--- config.mk ---
export PLATFORM = sky130hd
export DESIGN_NAME = shape_view_controller_flat
export DESIGN_NICKNAME = d
export VERILOG_FILES = /design/src/rtl/shape_view_pkg.sv /design/src/rtl/shape_view_controller_if.sv /design/src/rtl/button_debouncer.sv /design/src/rtl/shape_view_controller.sv /design/src/flat_wrapper.sv
export SDC_FILE = /design/constraint.sdc
export NUM_CORES = 1
export LEC_CHECK = 0
export CAP_MARGIN = 20
export CORE_UTILIZATION = 65
export CTS_CLUSTER_DIAMETER = 200
export CTS_CLUSTER_SIZE = 30
export DETAILED_ROUTE_END_ITERATION = 8
export DONT_BUFFER_PORTS = 1
export GPL_ROUTABILITY_DRIVEN = 0
export PLACE_DENSITY = 0.88
export SYNTH_ARGS = -nofsm -noshare
export SYNTH_HDL_FRONTEND = slang
export SYNTH_HIERARCHICAL = 1
export SYNTH_SLANG_ARGS = --single-unit
--- constraint.sdc ---
create_clock -name clk -period 3.75 [get_ports clk]
set_input_delay 0.1875 -clock clk [delete_from_list [all_inputs] [get_ports clk]]
set_output_delay 0.1875 -clock clk [all_outputs]
set_load 0.05 [all_outputs]
--- src/rtl/shape_view_pkg.sv ---
// Shared definitions for the shape view controller: view states,
// default parameter values and the select-index width helper.
package shape_view_pkg;

    typedef enum logic [1:0] {
        SPLIT = 2'd0,
        FULL  = 2'd1,
        AUTO  = 2'd2
    } view_state_e;

    localparam int DEFAULT_NUM_SHAPES      = 3;
    localparam int DEFAULT_DEBOUNCE_CYCLES = 500000;
    localparam int DEFAULT_AUTO_FRAMES     = 120;

    // Width needed to hold values 0..n-1, never less than one bit.
    function automatic int index_width(input int n);
        int w;
        w = $clog2(n);
        return (w < 1) ? 1 : w;
    endfunction

endpackage

--- src/rtl/shape_view_controller_if.sv ---
// Button, vsync and view-select signals exchanged between the
// controller and its environment.
interface shape_view_controller_if #(
    parameter int NUM_SHAPES = shape_view_pkg::DEFAULT_NUM_SHAPES
);
    logic                  btn_next;
    logic                  btn_mode;
    logic                  btn_auto;
    logic                  vsync_n;
    logic [NUM_SHAPES-1:0] shape_select;
    logic                  full_screen;
    logic                  auto_active;

    modport master (
        output btn_next, btn_mode, btn_auto, vsync_n,
        input  shape_select, full_screen, auto_active
    );

    modport slave (
        input  btn_next, btn_mode, btn_auto, vsync_n,
        output shape_select, full_screen, auto_active
    );
endinterface

--- src/rtl/button_debouncer.sv ---
// Synchronises a raw push-button, accepts a new level only after it has
// been stable for DEBOUNCE_CYCLES clocks, and emits a one-cycle pulse on
// each accepted press (rising edge of the debounced level).
module button_debouncer
    import shape_view_pkg::*;
#(
    parameter int DEBOUNCE_CYCLES = DEFAULT_DEBOUNCE_CYCLES
) (
    input  logic clk,
    input  logic rst_n,
    input  logic btn_i,
    output logic pulse_o
);
    localparam int CNT_W = index_width(DEBOUNCE_CYCLES + 1);

    logic             sync1_q, sync2_q;
    logic             level_q, level_d;
    logic             pulse_q, pulse_d;
    logic [CNT_W-1:0] cnt_q, cnt_d;

    // Two-flop synchroniser for the asynchronous button input.
    always_ff @(posedge clk or negedge rst_n) begin
        if (!rst_n) begin
            sync1_q <= 1'b0;
            sync2_q <= 1'b0;
        end else begin
            sync1_q <= btn_i;
            sync2_q <= sync1_q;
        end
    end

    // Count consecutive cycles of disagreement; any agreement restarts the count.
    always_comb begin
        level_d = level_q;
        pulse_d = 1'b0;
        cnt_d   = '0;
        if (sync2_q != level_q) begin
            if (cnt_q == CNT_W'(DEBOUNCE_CYCLES - 1)) begin
                level_d = sync2_q;
                pulse_d = sync2_q;
            end else begin
                cnt_d = cnt_q + 1'b1;
            end
        end
    end

    // Debounced level, stability counter and press pulse registers.
    always_ff @(posedge clk or negedge rst_n) begin
        if (!rst_n) begin
            level_q <= 1'b0;
            pulse_q <= 1'b0;
            cnt_q   <= '0;
        end else begin
            level_q <= level_d;
            pulse_q <= pulse_d;
            cnt_q   <= cnt_d;
        end
    end

    assign pulse_o = pulse_q;

endmodule

--- src/rtl/shape_view_controller.sv ---
// Chooses which shape renderer is shown and whether it fills the screen.
// Button presses are latched as pending requests and only applied on a
// vsync frame boundary, so every frame is drawn with one consistent setting.
module shape_view_controller
    import shape_view_pkg::*;
#(
    parameter int NUM_SHAPES      = DEFAULT_NUM_SHAPES,
    parameter int DEBOUNCE_CYCLES = DEFAULT_DEBOUNCE_CYCLES,
    parameter int AUTO_FRAMES     = DEFAULT_AUTO_FRAMES
) (
    input logic                    clk,
    input logic                    reset_n,
    shape_view_controller_if.slave bus
);
    localparam int IDX_W  = index_width(NUM_SHAPES);
    localparam int FCNT_W = index_width(AUTO_FRAMES);

    logic pressNext, pressMode, pressAuto;

    button_debouncer #(.DEBOUNCE_CYCLES(DEBOUNCE_CYCLES)) u_next_db (
        .clk(clk), .rst_n(reset_n), .btn_i(bus.btn_next), .pulse_o(pressNext)
    );
    button_debouncer #(.DEBOUNCE_CYCLES(DEBOUNCE_CYCLES)) u_mode_db (
        .clk(clk), .rst_n(reset_n), .btn_i(bus.btn_mode), .pulse_o(pressMode)
    );
    button_debouncer #(.DEBOUNCE_CYCLES(DEBOUNCE_CYCLES)) u_auto_db (
        .clk(clk), .rst_n(reset_n), .btn_i(bus.btn_auto), .pulse_o(pressAuto)
    );

    logic vsync1_q, vsync2_q, vsync3_q;
    logic frameTick;

    // Synchronise vsync (idle high) and keep one delayed copy for edge detection.
    always_ff @(posedge clk or negedge reset_n) begin
        if (!reset_n) begin
            vsync1_q <= 1'b1;
            vsync2_q <= 1'b1;
            vsync3_q <= 1'b1;
        end else begin
            vsync1_q <= bus.vsync_n;
            vsync2_q <= vsync1_q;
            vsync3_q <= vsync2_q;
        end
    end

    assign frameTick = vsync3_q & ~vsync2_q;

    view_state_e           state_q, state_d;
    logic [IDX_W-1:0]      index_q, index_d;
    logic [FCNT_W-1:0]     frameCnt_q, frameCnt_d;
    logic                  pendNext_q, pendNext_d;
    logic                  pendMode_q, pendMode_d;
    logic                  pendAuto_q, pendAuto_d;
    logic [NUM_SHAPES-1:0] select_q, select_d;
    logic                  fullScreen_q, fullScreen_d;
    logic                  autoActive_q, autoActive_d;
    logic                  lastFrame, advance;

    // Frame-boundary update: mode beats auto, index steps at most once per tick,
    // presses arriving on the tick itself are kept for the following tick.
    always_comb begin
        state_d    = state_q;
        index_d    = index_q;
        frameCnt_d = frameCnt_q;
        pendNext_d = pendNext_q | pressNext;
        pendMode_d = pendMode_q | pressMode;
        pendAuto_d = pendAuto_q | pressAuto;
        lastFrame  = (state_q == AUTO) && (frameCnt_q == FCNT_W'(AUTO_FRAMES - 1));
        advance    = 1'b0;

        if (frameTick) begin
            pendNext_d = pressNext;
            pendMode_d = pressMode;
            pendAuto_d = pressAuto;

            if (pendMode_q) begin
                case (state_q)
                    SPLIT:   state_d = FULL;
                    default: state_d = SPLIT;
                endcase
            end else if (pendAuto_q) begin
                case (state_q)
                    AUTO:    state_d = FULL;
                    default: state_d = AUTO;
                endcase
            end

            advance = pendNext_q | lastFrame;
            if (advance) begin
                index_d = (index_q == IDX_W'(NUM_SHAPES - 1)) ? '0 : index_q + 1'b1;
            end

            if ((state_q != AUTO) || (state_d != AUTO) || advance) begin
                frameCnt_d = '0;
            end else begin
                frameCnt_d = frameCnt_q + 1'b1;
            end
        end

        select_d     = NUM_SHAPES'(1) << index_d;
        fullScreen_d = (state_d != SPLIT);
        autoActive_d = (state_d == AUTO);
    end

    // View state, index, frame counter, pending requests and registered outputs.
    always_ff @(posedge clk or negedge reset_n) begin
        if (!reset_n) begin
            state_q      <= SPLIT;
            index_q      <= '0;
            frameCnt_q   <= '0;
            pendNext_q   <= 1'b0;
            pendMode_q   <= 1'b0;
            pendAuto_q   <= 1'b0;
            select_q     <= NUM_SHAPES'(1);
            fullScreen_q <= 1'b0;
            autoActive_q <= 1'b0;
        end else begin
            state_q      <= state_d;
            index_q      <= index_d;
            frameCnt_q   <= frameCnt_d;
            pendNext_q   <= pendNext_d;
            pendMode_q   <= pendMode_d;
            pendAuto_q   <= pendAuto_d;
            select_q     <= select_d;
            fullScreen_q <= fullScreen_d;
            autoActive_q <= autoActive_d;
        end
    end

    assign bus.shape_select = select_q;
    assign bus.full_screen  = fullScreen_q;
    assign bus.auto_active  = autoActive_q;

endmodule
--- src/flat_wrapper.sv ---
// flat-port wrapper written by rule: the top's interface ports become plain ports
module shape_view_controller_flat import shape_view_pkg::*;
#(
    parameter int NUM_SHAPES      = DEFAULT_NUM_SHAPES,
    parameter int DEBOUNCE_CYCLES = DEFAULT_DEBOUNCE_CYCLES,
    parameter int AUTO_FRAMES     = DEFAULT_AUTO_FRAMES
)
  (clk, reset_n, bus_btn_next, bus_btn_mode, bus_btn_auto, bus_vsync_n, bus_shape_select, bus_full_screen, bus_auto_active);
  shape_view_controller_if #(.NUM_SHAPES(NUM_SHAPES)) bus_i ();
  input logic clk;
  input logic reset_n;
  input wire logic [$bits(bus_i.btn_next)-1:0] bus_btn_next;
  input wire logic [$bits(bus_i.btn_mode)-1:0] bus_btn_mode;
  input wire logic [$bits(bus_i.btn_auto)-1:0] bus_btn_auto;
  input wire logic [$bits(bus_i.vsync_n)-1:0] bus_vsync_n;
  output wire logic [$bits(bus_i.shape_select)-1:0] bus_shape_select;
  output wire logic [$bits(bus_i.full_screen)-1:0] bus_full_screen;
  output wire logic [$bits(bus_i.auto_active)-1:0] bus_auto_active;
  assign bus_i.btn_next = bus_btn_next;
  assign bus_i.btn_mode = bus_btn_mode;
  assign bus_i.btn_auto = bus_btn_auto;
  assign bus_i.vsync_n = bus_vsync_n;
  assign bus_shape_select = bus_i.shape_select;
  assign bus_full_screen = bus_i.full_screen;
  assign bus_auto_active = bus_i.auto_active;
  shape_view_controller #(.NUM_SHAPES(NUM_SHAPES), .DEBOUNCE_CYCLES(DEBOUNCE_CYCLES), .AUTO_FRAMES(AUTO_FRAMES)) u_core (.clk(clk), .reset_n(reset_n), .bus(bus_i));
endmodule
==> impl_metrics.env, run 1 <==
export IMPL_yosysWarningCount=6
export IMPL_hold_viol=0
export IMPL_firstDrtPassIters=5
export IMPL_die_area_um2=7000
export IMPL_final_cell_mix="87 x dfrtp_1, 59 x nor2_1, 38 x xnor2_1"
export IMPL_synth_ff_type="dfrtp_1"
export IMPL_final_max_slew_viol_count=0
export IMPL_period_needed_ns=2.07
export IMPL_dp_cells=482
export IMPL_numCtsBuffers=9
export IMPL_drive_gt1_share_pct=11.0
export IMPL_grt_setup_unrepaired="false"
export IMPL_antenna_found_initial=0
export IMPL_multi_input_area_um2=1950
export IMPL_synthArstFlopShare_pct=100
export IMPL_worst_pin_slew_ns=0.736
export IMPL_yosysUniqueCellTypes=46
export IMPL_layout_commonest_cell="dfrtp_1"
export IMPL_area_growth_pct=6.78
export IMPL_io_pin_count=11
export IMPL_fin_ws_ns=1.68
export IMPL_die_h_um=83.7
export IMPL_min_period_over_period_pct=55.2
export IMPL_vdd_ir_drop_max_uv=339
export IMPL_instances_no_fill=504
export IMPL_grt_use_total_pct=24.2
export IMPL_nets=432
export IMPL_clk_pin_slew_worst_paths_ns=0.09
export IMPL_clock_sinks=91
export IMPL_rows=29
export IMPL_maxCapViolCount=0
export IMPL_slew_headroom_pct=51.0
export IMPL_grt_start_max_net_pins=92
export IMPL_htreeDepth=3
export IMPL_dp_hpwl_mm=5.05
export IMPL_die_x_um=83.7
export IMPL_antenna_left=0
export IMPL_start_kind="register"
export IMPL_antenna_cells=0
export IMPL_n_fill_cell=421
export IMPL_grt_pass1_wl_mm=13.6
export IMPL_yosys_area_top_type="dfrtp_1"
export IMPL_initial_core_util_pct=67.9
export IMPL_finalSetupTns_ns=0
export IMPL_synthDominantCellAreaShare_pct=50.2
export IMPL_syn_avg_cell_area_um2=10.4
export IMPL_cts_root_buffer="clkbuf_8"
export IMPL_synth_edf_count=0
export IMPL_hold_class="reg -> reg"
export IMPL_crit_fanout=17
export IMPL_overflow=0
export IMPL_clock_latency_ns=0.36
export IMPL_critPathKind="reg -> reg"
export IMPL_viasPerCell=6.15
export IMPL_crit_required_ns=3.96
export IMPL_critPathCaptureType="register"
export IMPL_cts_tree="yes"
export IMPL_grt_pass1_vias=3065
export IMPL_syn_area_um2=4340
export IMPL_drc=0
export IMPL_cp_arrival_ns=2.28
export IMPL_wl_per_cell_um=15.2
export IMPL_vias=3098
export IMPL_synthTopCellsByArea="dfrtp_1 50%, xnor2_1 7.7%, nor2_1 5.1%, nand4_1 3.9%, nor3_1 2.5%"
export IMPL_fmax_mhz=483
export IMPL_drt_wl_total_mm=7.68
export IMPL_layout_area_seq_um2=2280
export IMPL_fin_worst_skew_ns=0.00657
export IMPL_cts_buffer_depth=2
export IMPL_cellPowerDensity_nw_per_um2=362
export IMPL_io_buffer_count=0
export IMPL_core_um2=6390
export IMPL_whs_ns=0.351
export IMPL_synth_cells=416
export IMPL_syn_nets=426
export IMPL_post_cts_setup_buffers=0
export IMPL_drt_iter0_markers=247
export IMPL_p_leak_uw=0.00189
export IMPL_status="completed"
export IMPL_place_ws_ns=1.72
export IMPL_setup_viol=0
export IMPL_synth_seq_area_share_pct=52.6
export IMPL_ys_ff_latch=91
export IMPL_power_uw=1680
==> power by group <==
part / internal [uW] / switching [uW] / total, uW / leakage, uW
clock: 262 / 347 / 609 / 0.0000901
sequential: 994 / 15.7 / 1010 / 0.00124
combinational: 18.1 / 40.1 / 58.3 / 0.000565
==> final timing paths <==
| kind | endpoint | slack, ns | startpoint | cells after the start |
|---|---|---|---|---|
| min in group asynchronous | u_core/frameCnt_q[6]$_DFFE_PN0P_ | 0.38 | reset_n | 2 |
| max | u_core/u_mode_db/cnt_q[11]$_DFF_PN0_ | 1.68 | u_core/u_mode_db/cnt_q[10]$_DFF_PN0_ | 4 |
| min reg2reg | u_core/u_auto_db/sync2_q$_DFF_PN0_ | 0.35 | u_core/u_auto_db/sync1_q$_DFF_PN0_ | 0 |
| min | u_core/u_auto_db/sync2_q$_DFF_PN0_ | 0.35 | u_core/u_auto_db/sync1_q$_DFF_PN0_ | 0 |
| max reg2reg | u_core/u_mode_db/cnt_q[11]$_DFF_PN0_ | 1.68 | u_core/u_mode_db/cnt_q[10]$_DFF_PN0_ | 4 |
| max in group asynchronous | u_core/vsync1_q$_DFF_PN1_ | 2.99 | reset_n | 2 |
==> per-stage QoR <==
| stage | area (um2) | utilization, % |
|---|---|---|
| floorplan | 4340 | - |
| global placement | 4380 | 68.6 |
| detailed placement | 4380 | 68.6 |
| CTS | 4630 | 72.5 |
| global route | 4630 | 72.5 |
| finish | 4630 | 72.5 |
==> sequential cells by signal, indices dropped and copies added (netlist names), 2 cells and up <==
register                 cells
u_core/bus.shape_select      3
u_core/frameCnt_q            7
u_core/index_q               2
u_core/state_q               2
u_core/u_auto_db/cnt_q      19
u_core/u_mode_db/cnt_q      19
u_core/u_next_db/cnt_q      19
==> cell families after synthesis <==
kind of cell	synth area share, %
AND/OR/NAND/NOR	24.9
flip-flops	52.6
XOR/XNOR	10.1
AO/OA/AOI/OAI	7.12
buffers and inverters	2.34
multiplexers	1.82
adder cells (fa/ha/maj)	1.15
==> Yosys cell counts, types with 2 or more instances <==
cell type  count
nand2_1       28
buf_1          3
and3_1         3
nor3b_1        3
or3_1          4
nor3_1        22
xnor2_1       38
xor2_1        12
nand4_2        3
or4_4          3
and4_1         3
a21oi_2        3
o2bb2ai_1      2
mux2_2         3
o21ai_0        7
dfrtp_1       87
nand2b_1       2
nor4_1         9
mux2_4         3
buf_2          3
a21bo_2        2
clkbuf_2       3
nor2_1        59
a21oi_1        7
inv_1         11
nand3_1       21
and2_1         5
nand4_1       27
nor2b_1        3
nor4b_1        6
dfstp_2        4
ha_1           4
o31ai_4        3
a31o_2         3
a21o_1         6
==> layout make-up <==
| class | instances | area share, % |
|---|---|---|
| Sequential cell | 91 | 49.3 |
| Tap cell | 77 | 2.08 |
| Multi-Input combinational cell | 302 | 42.2 |
| Clock inverter | 5 | 0.756 |
| Clock buffer | 11 | 3.05 |
| Timing Repair Buffer | 6 | 1.67 |
| Inverter | 12 | 0.972 |
==> layer usage <==
layer	vias up	track usage, %	part of all wire (%)
li1	1480	-	-
met1	1531	31.7	45
met2	73	38.0	49
met3	14	7.12	4.3
met4	0	10.3	1.6
met5	-	0	0
==> worst max-delay path, stage by stage (launching register included) <==
cell and delay (ns):
dfrtp_1 0.44, nor4b_1 0.48, nand2_1 0.17, o31ai_4 0.69, nor2_1 0.15
==> what timing repair did <==
action	in CTS	in global routing
resized for setup	0	0
hold endpoints to repair	95	0
hold buffers	6	0
No activity file was read; power rests on OpenSTA's default activity.
==> run 2: changes to the inputs <==
Settings changed: CORE_UTILIZATION 65 to 57, PLACE_DENSITY 0.88 to 0.82.
Clock period 3.75 ns to 1.8 ns, I/O delays scaled along.
==> impl_metrics.env, run 2 (same netlist as run 1, synthesis figures left out) <==
export IMPL_status="complete, but fails checks"
export IMPL_violations="negative hold slack"
export IMPL_post_route_cell_area_um2=5150
export IMPL_drive_gt1_share_pct=25.0
export IMPL_grt_setup_unrepaired="true"
export IMPL_io_buffer_count=0
export IMPL_combPwrFrac_pct=3.7
export IMPL_final_cell_mix="80 x dfrtp_1, 58 x nor2_1, 38 x xnor2_1"
export IMPL_hold_class="in -> async"
export IMPL_maxCapViolCount=0
export IMPL_drt_wl_total_mm=8.75
export IMPL_cts_root_buffer="clkbuf_8"
export IMPL_viasPerCell=5.78
export IMPL_nets=473
export IMPL_die_h_um=89.2
export IMPL_critPathKind="reg -> reg"
export IMPL_grt_use_total_pct=22.7
export IMPL_start_kind="register"
export IMPL_vias=3276
export IMPL_wl_per_cell_um=15.4
export IMPL_cellPowerDensity_nw_per_um2=691
export IMPL_io_pin_count=11
export IMPL_drc=0
export IMPL_critPathCaptureType="register"
export IMPL_clock_latency_ns=0.37
export IMPL_vdd_ir_drop_max_uv=644
export IMPL_min_period_over_period_pct=99.2
export IMPL_reg_largest_list="u_core/u_auto_db/cnt_q: 19 flops, u_core/u_mode_db/cnt_q: 19 flops, u_core/u_next_db/cnt_q: 19 flops"
export IMPL_sw_frac_of_total_pct=24.7
export IMPL_worstRegToRegCells=8
export IMPL_grt_pass1_wl_mm=13.6
export IMPL_p_int_uw=2680
export IMPL_antenna_found_initial=0
export IMPL_slowest_stage="dfrtp_1"
export IMPL_cts_buffer_depth=2
export IMPL_die_area_um2=7960
export IMPL_crit_family="flip-flops"
export IMPL_fmax_mhz=560
export IMPL_final_max_slew_viol_count=0
export IMPL_area_growth_pct=18.6
export IMPL_clk_pin_slew_worst_paths_ns=0.10
export IMPL_crit_fanout=7
export IMPL_clock_sinks=91
export IMPL_p_leak_uw=0.00213
export IMPL_rows=31
export IMPL_crit_cells=8
export IMPL_core_um2=7290
export IMPL_die_x_um=89.2
export IMPL_post_route_util_pct=70.6
export IMPL_antenna_left=0
export IMPL_numCtsBuffers=9
export IMPL_path_cells="ha_2 -> buf_6 -> and4_4 -> nand4_1 -> o31ai_4 -> buf_4 -> clkbuf_16 -> nor2_1"
export IMPL_slowest_delay_ns=0.42
export IMPL_grt_start_max_net_pins=92
export IMPL_seqPwrFrac_pct=59.0
export IMPL_critical_path_buf_inv_count=3
export IMPL_p_switching_uw=877
export IMPL_place_area_um2=4670
export IMPL_slew_headroom_pct=70.1
export IMPL_grt_pass1_vias=3025
export IMPL_crit_required_ns=2.07
export IMPL_setup_viol=0
export IMPL_cp_arrival_ns=2.05
export IMPL_power_clock_fraction_pct=37.3
export IMPL_overflow=0
export IMPL_initial_core_util_pct=59.5
export IMPL_worst_pin_slew_ns=0.450
export IMPL_drt_iter0_markers=212
export IMPL_cts_tree="yes"
export IMPL_firstDrtPassIters=4
export IMPL_fin_worst_skew_ns=0.0140
export IMPL_period_needed_ns=1.79
export IMPL_hold_viol=91
export IMPL_htreeDepth=3
export IMPL_postCtsHoldBufs=4
export IMPL_dp_hpwl_mm=5.37
export IMPL_antenna_cells=0
export IMPL_layout_commonest_cell="dfrtp_1"
export IMPL_whs_ns=-0.593
-- run 2: cell count changes in the layout (fill, tap and decap cells not counted), moves of 3 or more --
| cell | previous run | this run |
|---|---|---|
| buf_12 | 0 | 3 |
| buf_4 | 0 | 35 |
| buf_6 | 0 | 4 |
| dfrtp_1 | 87 | 80 |
| dfrtp_2 | 0 | 7 |
| ha_1 | 4 | 0 |
| ha_2 | 0 | 4 |
| nor4_1 | 9 | 5 |
| nor4_2 | 0 | 4 |
| nor4b_1 | 6 | 2 |
| nor4b_2 | 0 | 4 |
-- run 2: timing repair --
item,CTS,global route
gates resized for setup,3,31
setup endpoints to repair,20,54
pin swaps,0,8
endpoints found under the hold margin,95,91
cloned,0,1
setup buffers,0,12
-- run 2: layer usage --
metal	track usage [%]	wire, um
met2	36.9	4450
met1	29.0	3830
met3	5.91	347
met4	9.52	123
met5	0	0
-- run 2: power groups by stage --
stage                     registers (uW)  clock network [uW]  logic (uW)
after floorplan                     2130                   0        65.1
after global placement              2140                   0         101
after detailed placement            2140                   0         103
after CTS                           2100                1360         111
after global routing                2100                1450         143
final                               2100                1330         131
-- run 2: worst register-to-register path, cell delays in order (launching register included) --
cell	delay, ns
dfrtp_1	0.42
ha_2	0.21
buf_6	0.10
and4_4	0.22
nand4_1	0.15
o31ai_4	0.24
buf_4	0.16
clkbuf_16	0.13
nor2_1	0.05
-- run 2: metrics by stage --
step	setup TNS [ns]	instances	total power, uW	setup slack (ns)
5_1_grt	-0.788	567	3700	-0.0637
3_3_place_gp	0	534	2240	0.0508
4_1_cts	0	554	3570	0.00759
6_report	0	567	3560	0.0142
3_5_place_dp	0	534	2240	0.0148
2_1_floorplan	0	416	2200	0.0924
-- run 2: worst paths after layout --
check / slack [ns] / to / startpoint
min: -0.59 / u_core/u_next_db/cnt_q[18]$_DFF_PN0_ / reset_n
max: 0.01 / u_core/u_next_db/cnt_q[12]$_DFF_PN0_ / u_core/u_next_db/cnt_q[1]$_DFF_PN0_
min reg2reg: 0.36 / u_core/u_mode_db/sync2_q$_DFF_PN0_ / u_core/u_mode_db/sync1_q$_DFF_PN0_
max in group asynchronous: 2.19 / u_core/bus.shape_select[0]$_DFF_PN1_ / reset_n
min in group clk: 0.25 / u_core/vsync1_q$_DFF_PN1_ / bus_vsync_n
max reg2reg: 0.01 / u_core/u_next_db/cnt_q[12]$_DFF_PN0_ / u_core/u_next_db/cnt_q[1]$_DFF_PN0_
-- run 2: layout make-up --
class	instances	area, um2
Sequential cell	91	2290
Fill cell	526	2150
Multi-Input combinational cell	302	2060
Timing Repair Buffer	47	433
Clock buffer	9	124
Tap cell	99	124
Clock inverter	7	70.1
Inverter	12	45.0
